$ cat src/rtl/ppheavy_pkg.sv
// Shared defaults and helpers for the multi-slot pre-polarisation timer.
package ppheavy_pkg;

    localparam int unsigned CNT_W_DEF     = 8;
    localparam int unsigned NUM_PULSE_DEF = 4;

    // Bit offset of slot idx inside a flattened position vector of w-bit fields.
    function automatic int unsigned pos_lsb(input int unsigned idx, input int unsigned w);
        return idx * w;
    endfunction

endpackage

$ cat src/rtl/ppheavy_multi_timer_if.sv
// Sequencer-facing bundle: run gate and configuration in, strobes and count out.
interface ppheavy_multi_timer_if #(
    parameter int unsigned CNT_W     = ppheavy_pkg::CNT_W_DEF,
    parameter int unsigned NUM_PULSE = ppheavy_pkg::NUM_PULSE_DEF,
    parameter int unsigned IDX_W     = 2
);
    logic                         state_start;
    logic                         mode_repeat;
    logic [CNT_W-1:0]             period;
    logic [NUM_PULSE*CNT_W-1:0]   pulse_pos;
    logic [NUM_PULSE-1:0]         pulse_en;
    logic                         start;
    logic [IDX_W-1:0]             start_idx;
    logic [NUM_PULSE-1:0]         pulse_hit;
    logic [CNT_W-1:0]             count;
    logic                         done;
    logic                         wrap;

    // Sequencer side.
    modport master (
        output state_start, mode_repeat, period, pulse_pos, pulse_en,
        input  start, start_idx, pulse_hit, count, done, wrap
    );

    // Timer side.
    modport slave (
        input  state_start, mode_repeat, period, pulse_pos, pulse_en,
        output start, start_idx, pulse_hit, count, done, wrap
    );
endinterface

$ cat src/rtl/ppheavy_match_slot.sv
// One pulse-position slot: fires while running when the count freshly equals its position.
module ppheavy_match_slot #(
    parameter int unsigned CNT_W = ppheavy_pkg::CNT_W_DEF
) (
    input  logic             active_i,
    input  logic             fresh_i,
    input  logic             en_i,
    input  logic [CNT_W-1:0] pos_i,
    input  logic [CNT_W-1:0] count_i,
    output logic             hit_c_o
);

    // fresh_i suppresses repeat hits while a one-shot run holds at its end count.
    assign hit_c_o = active_i & fresh_i & en_i & (count_i == pos_i);

endmodule

$ cat src/rtl/ppheavy_multi_timer.sv
// Multi-slot pre-polarisation on-timer: gated counter, shadowed config, registered strobes.
module ppheavy_multi_timer
    import ppheavy_pkg::*;
#(
    parameter int unsigned CNT_W     = CNT_W_DEF,
    parameter int unsigned NUM_PULSE = NUM_PULSE_DEF,
    parameter int unsigned IDX_W     = 2
) (
    input  logic                  clk_10k,
    input  logic                  rst_n,
    ppheavy_multi_timer_if.slave  bus
);

    localparam logic [CNT_W-1:0] CNT_MAX = '1;

    logic                       mode_q;
    logic [CNT_W-1:0]           period_q;
    logic [NUM_PULSE*CNT_W-1:0] pos_q;
    logic [NUM_PULSE-1:0]       en_q;

    logic                       active_q, active_d;
    logic                       adv_q, adv_d;
    logic                       done_q, done_d;
    logic                       wrap_q, wrap_d;
    logic [CNT_W-1:0]           count_q, count_d;
    logic                       latch_c;

    logic                       start_q;
    logic [IDX_W-1:0]           start_idx_q, idx_c;
    logic [NUM_PULSE-1:0]       pulse_hit_q, hit_c;
    logic [CNT_W-1:0]           end_c;

    // A zero period means run to the top of the counter range.
    assign end_c = (period_q == '0) ? CNT_MAX : period_q;

    // Next-state for the run counter; adv marks a cycle whose count is newly reached.
    always_comb begin
        count_d  = count_q;
        active_d = active_q;
        adv_d    = adv_q;
        done_d   = done_q;
        wrap_d   = 1'b0;
        latch_c  = 1'b0;
        if (!bus.state_start) begin
            count_d  = '0;
            active_d = 1'b0;
            adv_d    = 1'b0;
            done_d   = 1'b0;
        end else if (!active_q) begin
            latch_c  = 1'b1;
            count_d  = CNT_W'(1);
            active_d = 1'b1;
            adv_d    = 1'b1;
        end else if (count_q != end_c) begin
            count_d  = count_q + CNT_W'(1);
            adv_d    = 1'b1;
        end else if (mode_q) begin
            count_d  = CNT_W'(1);
            adv_d    = 1'b1;
            wrap_d   = 1'b1;
        end else begin
            adv_d    = 1'b0;
            done_d   = 1'b1;
        end
    end

    // Configuration shadow, captured once at the start of each run.
    always_ff @(posedge clk_10k or negedge rst_n) begin
        if (!rst_n) begin
            mode_q   <= 1'b0;
            period_q <= '0;
            pos_q    <= '0;
            en_q     <= '0;
        end else if (latch_c) begin
            mode_q   <= bus.mode_repeat;
            period_q <= bus.period;
            pos_q    <= bus.pulse_pos;
            en_q     <= bus.pulse_en;
        end
    end

    // Counter and run-state registers.
    always_ff @(posedge clk_10k or negedge rst_n) begin
        if (!rst_n) begin
            count_q  <= '0;
            active_q <= 1'b0;
            adv_q    <= 1'b0;
            done_q   <= 1'b0;
            wrap_q   <= 1'b0;
        end else begin
            count_q  <= count_d;
            active_q <= active_d;
            adv_q    <= adv_d;
            done_q   <= done_d;
            wrap_q   <= wrap_d;
        end
    end

    // Per-slot comparators.
    for (genvar g = 0; g < int'(NUM_PULSE); g++) begin : g_slot
        ppheavy_match_slot #(
            .CNT_W (CNT_W)
        ) u_slot (
            .active_i (active_q),
            .fresh_i  (adv_q),
            .en_i     (en_q[g]),
            .pos_i    (pos_q[pos_lsb(g, CNT_W) +: CNT_W]),
            .count_i  (count_q),
            .hit_c_o  (hit_c[g])
        );
    end

    // Lowest-index slot wins the start_idx report.
    always_comb begin
        idx_c = '0;
        for (int i = int'(NUM_PULSE) - 1; i >= 0; i--) begin
            if (hit_c[i]) idx_c = IDX_W'(i);
        end
    end

    // Registered strobe outputs.
    always_ff @(posedge clk_10k or negedge rst_n) begin
        if (!rst_n) begin
            start_q     <= 1'b0;
            start_idx_q <= '0;
            pulse_hit_q <= '0;
        end else begin
            start_q     <= |hit_c;
            start_idx_q <= idx_c;
            pulse_hit_q <= hit_c;
        end
    end

    assign bus.start     = start_q;
    assign bus.start_idx = start_idx_q;
    assign bus.pulse_hit = pulse_hit_q;
    assign bus.count     = count_q;
    assign bus.done      = done_q;
    assign bus.wrap      = wrap_q;

endmodule

$ cat src/flat_wrapper.sv
// flat-port wrapper written by rule: the top's interface ports become plain ports
module ppheavy_multi_timer_flat import ppheavy_pkg::*;
#(
    parameter int unsigned CNT_W     = CNT_W_DEF,
    parameter int unsigned NUM_PULSE = NUM_PULSE_DEF,
    parameter int unsigned IDX_W     = 2
)
  (clk_10k, rst_n, bus_state_start, bus_mode_repeat, bus_period, bus_pulse_pos, bus_pulse_en, bus_start, bus_start_idx, bus_pulse_hit, bus_count, bus_done, bus_wrap);
  ppheavy_multi_timer_if #(.CNT_W(CNT_W), .NUM_PULSE(NUM_PULSE), .IDX_W(IDX_W)) bus_i ();
  input  logic clk_10k;
  input  logic rst_n;
  input wire logic [$bits(bus_i.state_start)-1:0] bus_state_start;
  input wire logic [$bits(bus_i.mode_repeat)-1:0] bus_mode_repeat;
  input wire logic [$bits(bus_i.period)-1:0] bus_period;
  input wire logic [$bits(bus_i.pulse_pos)-1:0] bus_pulse_pos;
  input wire logic [$bits(bus_i.pulse_en)-1:0] bus_pulse_en;
  output wire logic [$bits(bus_i.start)-1:0] bus_start;
  output wire logic [$bits(bus_i.start_idx)-1:0] bus_start_idx;
  output wire logic [$bits(bus_i.pulse_hit)-1:0] bus_pulse_hit;
  output wire logic [$bits(bus_i.count)-1:0] bus_count;
  output wire logic [$bits(bus_i.done)-1:0] bus_done;
  output wire logic [$bits(bus_i.wrap)-1:0] bus_wrap;
  assign bus_i.state_start = bus_state_start;
  assign bus_i.mode_repeat = bus_mode_repeat;
  assign bus_i.period = bus_period;
  assign bus_i.pulse_pos = bus_pulse_pos;
  assign bus_i.pulse_en = bus_pulse_en;
  assign bus_start = bus_i.start;
  assign bus_start_idx = bus_i.start_idx;
  assign bus_pulse_hit = bus_i.pulse_hit;
  assign bus_count = bus_i.count;
  assign bus_done = bus_i.done;
  assign bus_wrap = bus_i.wrap;
  ppheavy_multi_timer #(.CNT_W(CNT_W), .NUM_PULSE(NUM_PULSE), .IDX_W(IDX_W)) u_core (.clk_10k(clk_10k), .rst_n(rst_n), .bus(bus_i));
endmodule
$ cat config.mk
export PLATFORM = sky130hd
export DESIGN_NAME = ppheavy_multi_timer_flat
export DESIGN_NICKNAME = d
export VERILOG_FILES = /design/src/rtl/ppheavy_pkg.sv /design/src/rtl/ppheavy_multi_timer_if.sv /design/src/rtl/ppheavy_match_slot.sv /design/src/rtl/ppheavy_multi_timer.sv /design/src/flat_wrapper.sv
export SDC_FILE = /design/constraint.sdc
export NUM_CORES = 1
export LEC_CHECK = 0
export ABC_AREA = 0
export CORE_MARGIN = 3
export CORE_UTILIZATION = 50
export CTS_CLUSTER_SIZE = 14
export DETAILED_ROUTE_END_ITERATION = 6
export MAX_ROUTING_LAYER = met4
export PLACE_DENSITY = 0.85
export SLEW_MARGIN = 20
export SYNTH_ARGS = -nofsm -noshare
export SYNTH_HDL_FRONTEND = slang
export SYNTH_SLANG_ARGS = --single-unit
$ cat constraint.sdc
create_clock -name clk_10k -period 5.05 [get_ports clk_10k]
set_input_delay 1.2625 -clock clk_10k [delete_from_list [all_inputs] [get_ports clk_10k]]
set_output_delay 1.2625 -clock clk_10k [all_outputs]
set_load 0.02 [all_outputs]
== Word-level counts from Yosys, hierarchy flattened ==
Index checks and enable logic that the tools add are counted.

* Flip-flop bits (word level): 64
* Output and inout port bits: 17

* Add/sub/neg operators: 1
* Equal/unequal tests: 9
* Mux-type cells: 23
* Bitwise logic cells: 9
* Reductions and logical operators: 3

{| class="wikitable"
|+ Operators with widths
! operator !! count
|-
| 2-to-1 mux 8 bit || 5
|-
| == test 8 bit || 4
|-
| 2-to-1 mux 1 bit || 14
|-
| AND 1 bit || 9
|-
| adder 8 x 1 -> 8 bit (second input constant) || 1
|-
| logical NOT 8 bit || 1
|-
| 2-to-1 mux 2 bit || 4
|-
| != test 8 bit || 1
|-
| != test 2 bit (second input constant) || 2
|-
| != test 4 x 3 -> 1 bit (second input constant) || 1
|-
| OR reduction 4 bit || 1
|-
| AND reduction 3 bit || 1
|-
| != test 2 x 1 -> 1 bit (second input constant) || 1
|}

== Logic depth before layout (Yosys ltp) ==
Gate-level depths: netlist (run 1).

* Depth after elaboration: 7
* Gate-level depth with buffers: 7

== By module ==
A second synthesis (run 1) with hierarchy kept.

* Cells, all modules: 250
* Area total of the unflattened synthesis: 3088.0 um^2

{| class="wikitable"
|+ By module, submodules not included
! module !! instances !! cells an instance !! area an instance (um^2) !! sequential area each (um^2)
|-
| ppheavy_multi_timer || 1 || 202 || 2697.6 || 1601.5
|-
| ppheavy_match_slot || 4 || 12 || 97.6 || 0.0
|}

== Worst setup path after synthesis (run 1) ==
No wires, ideal clock.

* Path kind: input port to flip-flop
* From: input port bus_state_start
* To: register u_core.period_q[7]
* Setup time: 0.125 ns
* Arrival time: 2.397 ns
* Path slack: 2.528 ns
* Stages: 4
* Path buffers: 2
* Cells stage by stage: nor2b_1 > clkbuf_1 > clkbuf_1 > mux2_2

* Longest elaborated chain between the ends: 1

{| class="wikitable"
|+ RTL lines
! item !! line !! source
|-
| from (decl) || flat_wrapper.sv:12 || <nowiki>input wire logic [$bits(bus_i.state_start)-1:0] bus_state_start;</nowiki>
|-
| 2-to-1 mux 1 bit || ppheavy_multi_timer.sv:44 || <nowiki>if (!bus.state_start) begin</nowiki>
|-
| to (signal assigned) || ppheavy_multi_timer.sv:76 || <nowiki>period_q <= bus.period;</nowiki>
|-
| to (decl) || ppheavy_multi_timer.sv:17 || <nowiki>logic [CNT_W-1:0] period_q;</nowiki>
|}

No other way between the ends.
A chain may end at the register's enable or synchronous reset.

== Worst setup path after layout (run 1) ==
* From: register u_core.count_q[1] (netlist: u_core.bus.count[1])
* To: output port bus_count[1]

{| class="wikitable"
|+ RTL lines
! item !! line !! source
|-
| from (decl) || ppheavy_multi_timer.sv:25 || <nowiki>logic [CNT_W-1:0] count_q, count_d;</nowiki>
|-
| from (signal assigned) || ppheavy_multi_timer.sv:91 || <nowiki>count_q <= count_d;</nowiki>
|-
| to (decl) || flat_wrapper.sv:20 || <nowiki>output wire logic [$bits(bus_i.count)-1:0] bus_count;</nowiki>
|}

No word-level cell between the ends.

==> results.txt, run 1 <==
Worst-margin pin slew - 0.7066 ns
Slowest cell on crit path - dfrtp_1
R2R Setup Slk - 2.88 ns
Vias post-DR - 2,249
Worst path depth - 1
Total gr overflow - 0
Clock Latency Late Sink - 0.34 ns
Fmax - 327.7 MHz
CTS root buf - clkbuf_8
Pre-Repair DR Iteration Count - 4
Post-CTS resize count - 0
Port buffer count - 64
Clock skew - 0.008793 ns
Post-synth cell types - 33
Routability cong. - 0.8519
FF-to-FF End - u_core.bus.count[0]
Clk pin slew, worst setup/hold paths - 0.07 ns
Final setup fails - 0
Met2 wire len - 3511 um
Type of the worst min-delay path - flop to flop
GR Util All Layers - 0.2169
Crit end category - output port
Max-slew violations - 0
Hold Fails Final Rpt - 0
Largest stage delay, worst path - 0.73 ns
Critical Path End - bus_count[1]
Peak VDD IR - 249.2 uV
# diodes - 0
Clock period minus worst slack - 3.052 ns
Core Rows - 27
ANT nets after route - 0
Die ar. - 7064 um^2
Wire length on met1 - 2794 um
Setup TNS - 0 ns
Initial antenna violation count - 0
Layout cells sized above 1 - 0.2201
First-pass GRT wire length - 11,630 um
Top sig layer - met4
Cts hold-fix bufs - 0
WL met3 - 482 um
Setup crit start kind - flop
Post-DP HPWL - 4601 um
Syn avg cell area - 12.09 um^2
Total power - 1.292 mW
Largest net degree at the start of global routing - 34
Max Cap Violations - 0
DR iter-0 viols - 254
Critical path class - flop to output port
Drc violations - 0
Die height - 84.05 um
CTS sink cnt - 64
Fin util - 0.6921
Starting density of the core - 0.5334
Synthesized Nets - 301
Total Nets Final - 362
Maximum root-to-sink buffer count - 2
Cells after synthesis - 252
Register bit total from synthesis - 64
Post-CTS setup buffer count - 0
Worst reg2reg path startpoint - u_core.bus.count[5]
Via density - 5.767
Reg2Reg Depth - 5
Mapped cell area - 3045 um^2
Hold path startpoint - u_core.en_q[1]
TritonCTS clock tree - done
RSZ-0062 raised after global routing - false
Worst path arrival time - 1.79 ns
H-tree depth - 3
Drt total wl - 7017 um
WL/cell - 17.99 um
Critical Path Start - u_core.bus.count[1]
Worst slew margin - 0.5290
Core area - 5709 um^2
I/O pin total - 65
Pwr dens - 326.9 nW/um^2
Worst path required time - 3.79 ns
Synth warnings - 0
Area grow syn2layout - 29.75%
Crit path max fanout - 10
Die W - 84.05 um
Register area share after synthesis - 0.5259
Final period utilization - 0.6043
LEAKAGE - 1.522 nW
Run status - completed
Number of global-route vias before repair - 2,409
Num CTS Buffers - 9
Crit path cell chain - clkdlybuf4s50_1
Bufs and invs on worst path - 1
Cell family with the largest share of critical-path delay - flip-flops
per-layer routing:
layer | vias up | track usage
met1 | 1110 | 0.2558
met2 | 104 | 0.3465
met3 | 23 | 0.05035
li1 | 1012 | -
met4 | 0 | 0.1111
met5 | - | -
synthesized netlist by cell type, drive strengths merged:
cell type  number  area share
nand3          11       0.018
o211ai          7       0.017
nor2b           3      0.0062
inv             2      0.0025
o2111ai         1      0.0029
and3            4      0.0082
mux2           44        0.16
a21oi           5      0.0082
dfrtp          64        0.53
a21boi          1      0.0025
nor2            5      0.0086
nand2b          1      0.0021
clkbuf          6      0.0074
xnor2          40        0.12
nor3           10       0.018
or2             2      0.0041
or3             2      0.0041
clkinv          1      0.0012
or4             3      0.0099
nand4          11       0.023
a31oi           3      0.0062
buf            10       0.017
o21ai           4      0.0066
a22o            1      0.0029
nand2           7      0.0086
o41ai           1      0.0029
and2            2      0.0041
ha              1      0.0041
final cells by class:
| type | count | area (um^2) |
|---|---|---|
| multi-input cells | 169 | 1365 |
| clock inverters | 6 | 82.58 |
| flip-flops and latches | 64 | 1602 |
| inverters | 3 | 11.26 |
| clock buffers | 10 | 137.6 |
| well taps | 72 | 90.09 |
| repair buffers | 66 | 663.1 |
| fillers | 410 | 1758 |
logic make-up (layout without fill, tap and decap cells):
family / after synthesis / after routing / synth area share
AOI/OAI and AO/OA: 23 / 23 / 0.04930
xor gates and xnor gates: 40 / 40 / 0.1150
adders and majority gates: 1 / 1 / 0.004108
buffers and inverters: 19 / 85 / 0.02835
DFF: 64 / 64 / 0.5259
muxes: 44 / 44 / 0.1627
and+or+nand+nor: 61 / 61 / 0.1146
stage by stage:
stage	std cells	hold slack (ns)	setup WS, ns	cell area (um^2)
after floorplan	252	0.4811	2.528	3045
after global placement	373	0.4903	1.654	3711
after detailed placement	374	0.5004	1.910	3731
after CTS	390	0.5181	1.989	3951
after global routing	390	0.5331	1.967	3951
final	390	0.5172	1.999	3951
flip-flops by register name (all words and copies together), names as in the netlist:
name,cells
u_core.mode_q,1
u_core.en_q,4
u_core.bus.done,1
u_core.adv_q,1
u_core.bus.wrap,1
u_core.bus.pulse_hit,4
u_core.bus.start,1
u_core.active_q,1
u_core.bus.count,8
u_core.period_q,8
u_core.pos_q,32
u_core.bus.start_idx,2
cell usage in the layout, fill, tap and decap left out, types with 2 or more instances in the layout:
master           instances
dfrtp_1                 64
clkdlybuf4s50_1         63
mux2_2                  44
xnor2_1                 40
nand3_1                 11
nand4_1                 11
clkbuf_8                10
nor3_1                   9
nand2_1                  7
o211ai_1                 7
a21oi_1                  5
nor2_1                   4
and3_1                   4
o21ai_0                  3
a31oi_1                  3
clkinv_2                 3
inv_1                    2
or4_4                    2
or3_1                    2
or2_2                    2
and2_1                   2
nor2b_1                  2
bufinv_16                2
worst register-to-register path: cells and delay by family (launching register included):
kind	cells	cell delay (ns)
compound gates	2	0.42
xor+xnor	1	0.20
flops	1	0.71
simple gates	2	0.70
power by group:
part           leakage [nW]  switching [mW]  internal (mW)  total [mW]
sequential            0.787          0.0493          0.568       0.617
combinational         0.624          0.0654          0.120       0.185
clock                 0.112           0.201          0.289       0.489
worst min path at each step:
stage | to | slack (ns) | depth (start not counted)
CTS | u_core.en_q[2] | 0.52 | 1
floorplan | u_core.en_q[0] | 0.48 | 1
finish | u_core.en_q[1] | 0.52 | 1
global route | u_core.en_q[2] | 0.53 | 1
detailed placement | u_core.en_q[2] | 0.50 | 1
global placement | u_core.en_q[0] | 0.49 | 1
Power figures use the tool's default switching activity.
==> inputs of run 2 (changes only) <==
- CORE_UTILIZATION: 50 -> 46
- PLACE_DENSITY: 0.85 -> 0.82
- clock period: 5.05 -> 2.4 ns (I/O delays scaled with it)
==> results.txt, run 2 (synthesis results as in run 1) <==
Num CTS Buffers - 9
Number of global-route vias before repair - 2,218
Largest net degree at the start of global routing - 65
Setup ws final - 0.09259 ns
Comb pwr share - 0.143
Largest register FFs - 32
Die ar. - 7633 um^2
Clock share of power - 0.383
Sw Ratio - 0.2436
Worst slew margin - 0.5470
Vias post-DR - 2,201
Total Nets Final - 369
Total power - 2.732 mW
Fill cells - 514
RSZ-0062 raised after global routing - false
GR Util All Layers - 0.1918
Setup TNS - 0 ns
Drt total wl - 6747 um
Area grow syn2layout - 32.09%
Clock skew - 0.009740 ns
Crit path max fanout - 10
Pwr dens - 679.1 nW/um^2
Crit path cell chain - clkdlybuf4s50_1
Maximum root-to-sink buffer count - 2
Share of power burned in registers - 0.474
Clock Latency Late Sink - 0.35 ns
Final period utilization - 0.9614
Switch Pwr - 665.4 uW
ANT nets after route - 0
CTS sink cnt - 64
Clk pin slew, worst setup/hold paths - 0.07 ns
CTS root buf - clkbuf_8
FF+latch area - 1604 um^2
Initial antenna violation count - 0
Core Rows - 29
First-pass GRT wire length - 10,670 um
Cell internal pwr - 2.066 mW
Run status - completed
Bufs and invs on worst path - 1
Fin util - 0.6299
Final setup fails - 0
Most frequent cells in the layout - clkdlybuf4s50_1 (63), dfrtp_1 (62), mux2_2 (44)
Cell family with the largest share of critical-path delay - buffers and inverters
Via density - 5.475
Crit end category - output port
Clock period minus worst slack - 2.307 ns
DR iter-0 viols - 214
WL/cell - 16.78 um
I/O pin total - 65
Worst path required time - 1.80 ns
Core area - 6386 um^2
Port buffer count - 64
# diodes - 0
H-tree depth - 3
Peak VDD IR - 423.0 uV
Die height - 87.37 um
Total gr overflow - 0
Setup crit start kind - flop
Starting density of the core - 0.4769
Biggest register - u_core.pos_q
Max Cap Violations - 0
Placed cell area - 3790 um^2
Post-route cell area - 4023 um^2
Fmax - 433.4 MHz
Worst path arrival time - 1.71 ns
Slowest cell on crit path - clkdlybuf4s50_1
Most common cell after layout, fill and taps aside - clkdlybuf4s50_1
TritonCTS clock tree - done
Post-DP HPWL - 4730 um
Setup slack at placement - 0.2723 ns
Hold Fails Final Rpt - 0
Layout cells sized above 1 - 0.2431
Post-CTS setup buffer count - 0
Max-slew violations - 0
Critical path class - flop to output port
Type of the worst min-delay path - input pin to async pin
LEAKAGE - 1.555 nW
Worst-margin pin slew - 0.6743 ns
Routability cong. - 0.7800
Pre-Repair DR Iteration Count - 4
Drc violations - 0
Die W - 87.37 um
Area of the multi-input gates - 1365 um^2
Largest stage delay, worst path - 0.71 ns
## run 2: cell types whose count changed in the layout (fill, tap and decap cells not counted)
cell	previous run	this run
clkinvlp_4	1	2
clkinv_2	3	0
buf_4	1	8
clkinv_4	0	2
dfrtp_1	64	62
dfrtp_2	0	2
## run 2: final cells by class
cell class                 count  share of cell area
sequential                    64              0.3988
clock buffer                  10             0.03421
multi-input combinational    169              0.3393
tap                           77             0.02395
timing repair buffer          73              0.1779
inverter                       3            0.002799
clock inverter                 6             0.02302
## run 2: power by group through the flow
stage | clock network, mW | registers (mW) | logic [mW]
finish | 1.05 | 1.29 | 0.390
global route | 1.11 | 1.31 | 0.425
CTS | 1.06 | 1.30 | 0.395
detailed placement | 0 | 1.32 | 0.391
global placement | 0 | 1.31 | 0.378
floorplan | 0 | 1.28 | 0.254
## run 2: repair_timing
action                     in CTS  in global routing
setup endpoints to repair       0                  2
gates resized for setup         0                  2
hold buffers                    0                  0
hold endpoints to repair        0                  0
## run 2: final timing paths
| kind | slack, ns | startpoint | endpoint | cells after the start |
|---|---|---|---|---|
| worst max-delay path | 0.09 | u_core.bus.count[6] | bus_count[6] | 1 |
| worst max register to register | 0.32 | u_core.bus.count[6] | u_core.bus.count[0] | 5 |
| worst min-delay path | 0.24 | rst_n | u_core.period_q[1] | 2 |
| min in group clk_10k | 0.51 | u_core.en_q[2] | u_core.en_q[2] | 1 |
| max in group asynchronous | 1.84 | rst_n | u_core.bus.count[4] | 2 |
| worst min register to register | 0.51 | u_core.en_q[2] | u_core.en_q[2] | 1 |
## run 2: worst register-to-register path: stages, from the launching register on
cell     delay, ns
dfrtp_1       0.66
xnor2_1       0.18
nand4_1       0.15
or3_1         0.51
o41ai_1       0.37
a31oi_1       0.09
## run 2: metal layers
layer / track usage / part of all wire
met1: 0.2286 / 0.39
met2: 0.3089 / 0.51
met3: 0.04447 / 0.075
met4: 0.08647 / 0.024
met5: - / 0
## run 2: through the flow
step / hold slack (ns) / instances
6_report: 0.2445 / 402
5_1_grt: 0.2830 / 402
4_1_cts: 0.2629 / 402
3_5_place_dp: 0.5017 / 386
3_3_place_gp: 0.4906 / 386
2_1_floorplan: 0.3044 / 252
==> inputs of run 3 (changes only) <==
- GPL_TIMING_DRIVEN: default -> 0
==> results.txt, run 3 (synthesis results as in run 1) <==
Run status - completed
Post-route cell area - 3995 um^2
Hold Fails Final Rpt - 0
Cts hold-fix bufs - 0
GR Util All Layers - 0.1993
Worst path required time - 2.62 ns
Pre-Repair DR Iteration Count - 5
ANT nets after route - 0
Final setup fails - 0
Number of global-route vias before repair - 2,263
CTS root buf - clkbuf_8
Type of the worst min-delay path - input pin to async pin
Worst slew margin - 0.5716
Most frequent cells in the layout - dfrtp_1 (64), clkdlybuf4s50_1 (63), mux2_2 (44)
Worst-margin pin slew - 0.6377 ns
Layout cells sized above 1 - 0.2410
Clock skew - 0.01259 ns
Grt met3 use - 0.05393
Max Cap Violations - 0
Clock Latency Late Sink - 0.35 ns
Post-CTS setup buffer count - 0
DR iter-0 viols - 189
Setup crit start kind - input pin
CTS sink cnt - 64
Met2 Use GR - 0.2979
Core area - 6386 um^2
Peak VDD IR - 431.9 uV
Drc violations - 0
Setup slack at placement - -0.4061 ns
# diodes - 0
Num CTS Buffers - 9
Vias post-DR - 2,246
Clk pin slew, worst setup/hold paths - 0.08 ns
R2R Setup Slk - 0.30 ns
Die ar. - 7633 um^2
Grt peak-use layer - met2
Die height - 87.37 um
Largest net degree at the start of global routing - 34
LEAKAGE - 1.566 nW
Worst path arrival time - 2.50 ns
Via density - 5.491
Crit end category - flop
Slowest cell on crit path - clkdlybuf4s50_1
Port buffer count - 64
Most common cell after layout, fill and taps aside - dfrtp_1
Met1 Track Usage GR - 0.2556
Inst Count DP - 394
Clock period minus worst slack - 2.281 ns
Total Nets Final - 377
I/O pin total - 65
Crit path max fanout - 10
Drt total wl - 6823 um
First-pass GRT wire length - 11,140 um
Routability cong. - 0.8648
Area grow syn2layout - 31.18%
Fmax - 438.4 MHz
Largest register FFs - 32
Maximum root-to-sink buffer count - 2
Total gr overflow - 0
RSZ-0062 raised after global routing - false
Largest stage delay, worst path - 0.59 ns
Setup ws final - 0.1189 ns
Post-CTS resize count - 2
Core Rows - 29
WL/cell - 16.68 um
Post-DP HPWL - 4976 um
Biggest register - u_core.pos_q
Max-slew violations - 0
Starting density of the core - 0.4769
Post-route insts no fill - 409
Pwr dens - 641.0 nW/um^2
Fill cells - 528
Final hold slack - 0.1898 ns
Placed cell area - 3800 um^2
TritonCTS clock tree - done
Die W - 87.37 um
Crit path cell chain - clkdlybuf4s50_1 -> nor2b_1 -> clkbuf_1 -> clkbuf_2 -> mux2_2
Critical path class - input pin to flop
H-tree depth - 3
Final period utilization - 0.9504
Initial antenna violation count - 0
run 3: changes by cell type in the layout (fill, tap and decap cells not counted), sizes merged:
cell	change
clkinv	-1
bufinv	-2
clkbuf	+9
buf	+2
clkinvlp	-1
run 3: final cells by class:
type / count / area [um^2] / share of cell area
inverters: 3 / 11.26 / 0.002819
well taps: 77 / 96.34 / 0.02412
clock buffers: 13 / 178.9 / 0.04479
flip-flops and latches: 64 / 1602 / 0.4009
multi-input cells: 169 / 1358 / 0.3398
plain buffers: 16 / 78.83 / 0.01973
repair buffers: 65 / 658.1 / 0.1647
clock inverters: 2 / 12.51 / 0.003132
run 3: layer usage:
metal	vias to the layer above	part of all wire
li1	1042	-
met1	1105	0.43
met2	82	0.48
met3	17	0.066
met4	0	0.019
met5	-	0
run 3: path summary, 6_finish.rpt:
check	start	to	cells past startpoint
min reg2reg	u_core.en_q[3]	u_core.en_q[3]	1
max	bus_state_start	u_core.pos_q[10]	5
max in group asynchronous	rst_n	u_core.pos_q[9]	2
min in group clk_10k	u_core.en_q[3]	u_core.en_q[3]	1
min	rst_n	u_core.bus.count[7]	1
max reg2reg	u_core.bus.count[5]	u_core.bus.count[0]	7
run 3: worst max-delay path, delay by kind of cell:
| kind | cells | cell delay (ns) |
|---|---|---|
| buf+inv | 3 | 1.36 |
| mux | 1 | 0.38 |
| simple gates | 1 | 0.16 |
run 3: per-stage QoR:
| stage | utilization | power [mW] | setup TNS, ns |
|---|---|---|---|
| after floorplan | - | 1.537 | 0 |
| after global placement | 0.5923 | 1.686 | -91.34 |
| after detailed placement | 0.5950 | 1.708 | -12.39 |
| after CTS | 0.6254 | 2.591 | 0 |
| after global routing | 0.6256 | 2.678 | 0 |
| final | 0.6256 | 2.561 | 0 |
run 3: where the power goes:
part	switching (mW)	internal, mW	total [mW]	leakage, nW
registers	0.0880	1.20	1.28	0.787
logic	0.146	0.255	0.401	0.682
clock network	0.397	0.480	0.877	0.0975
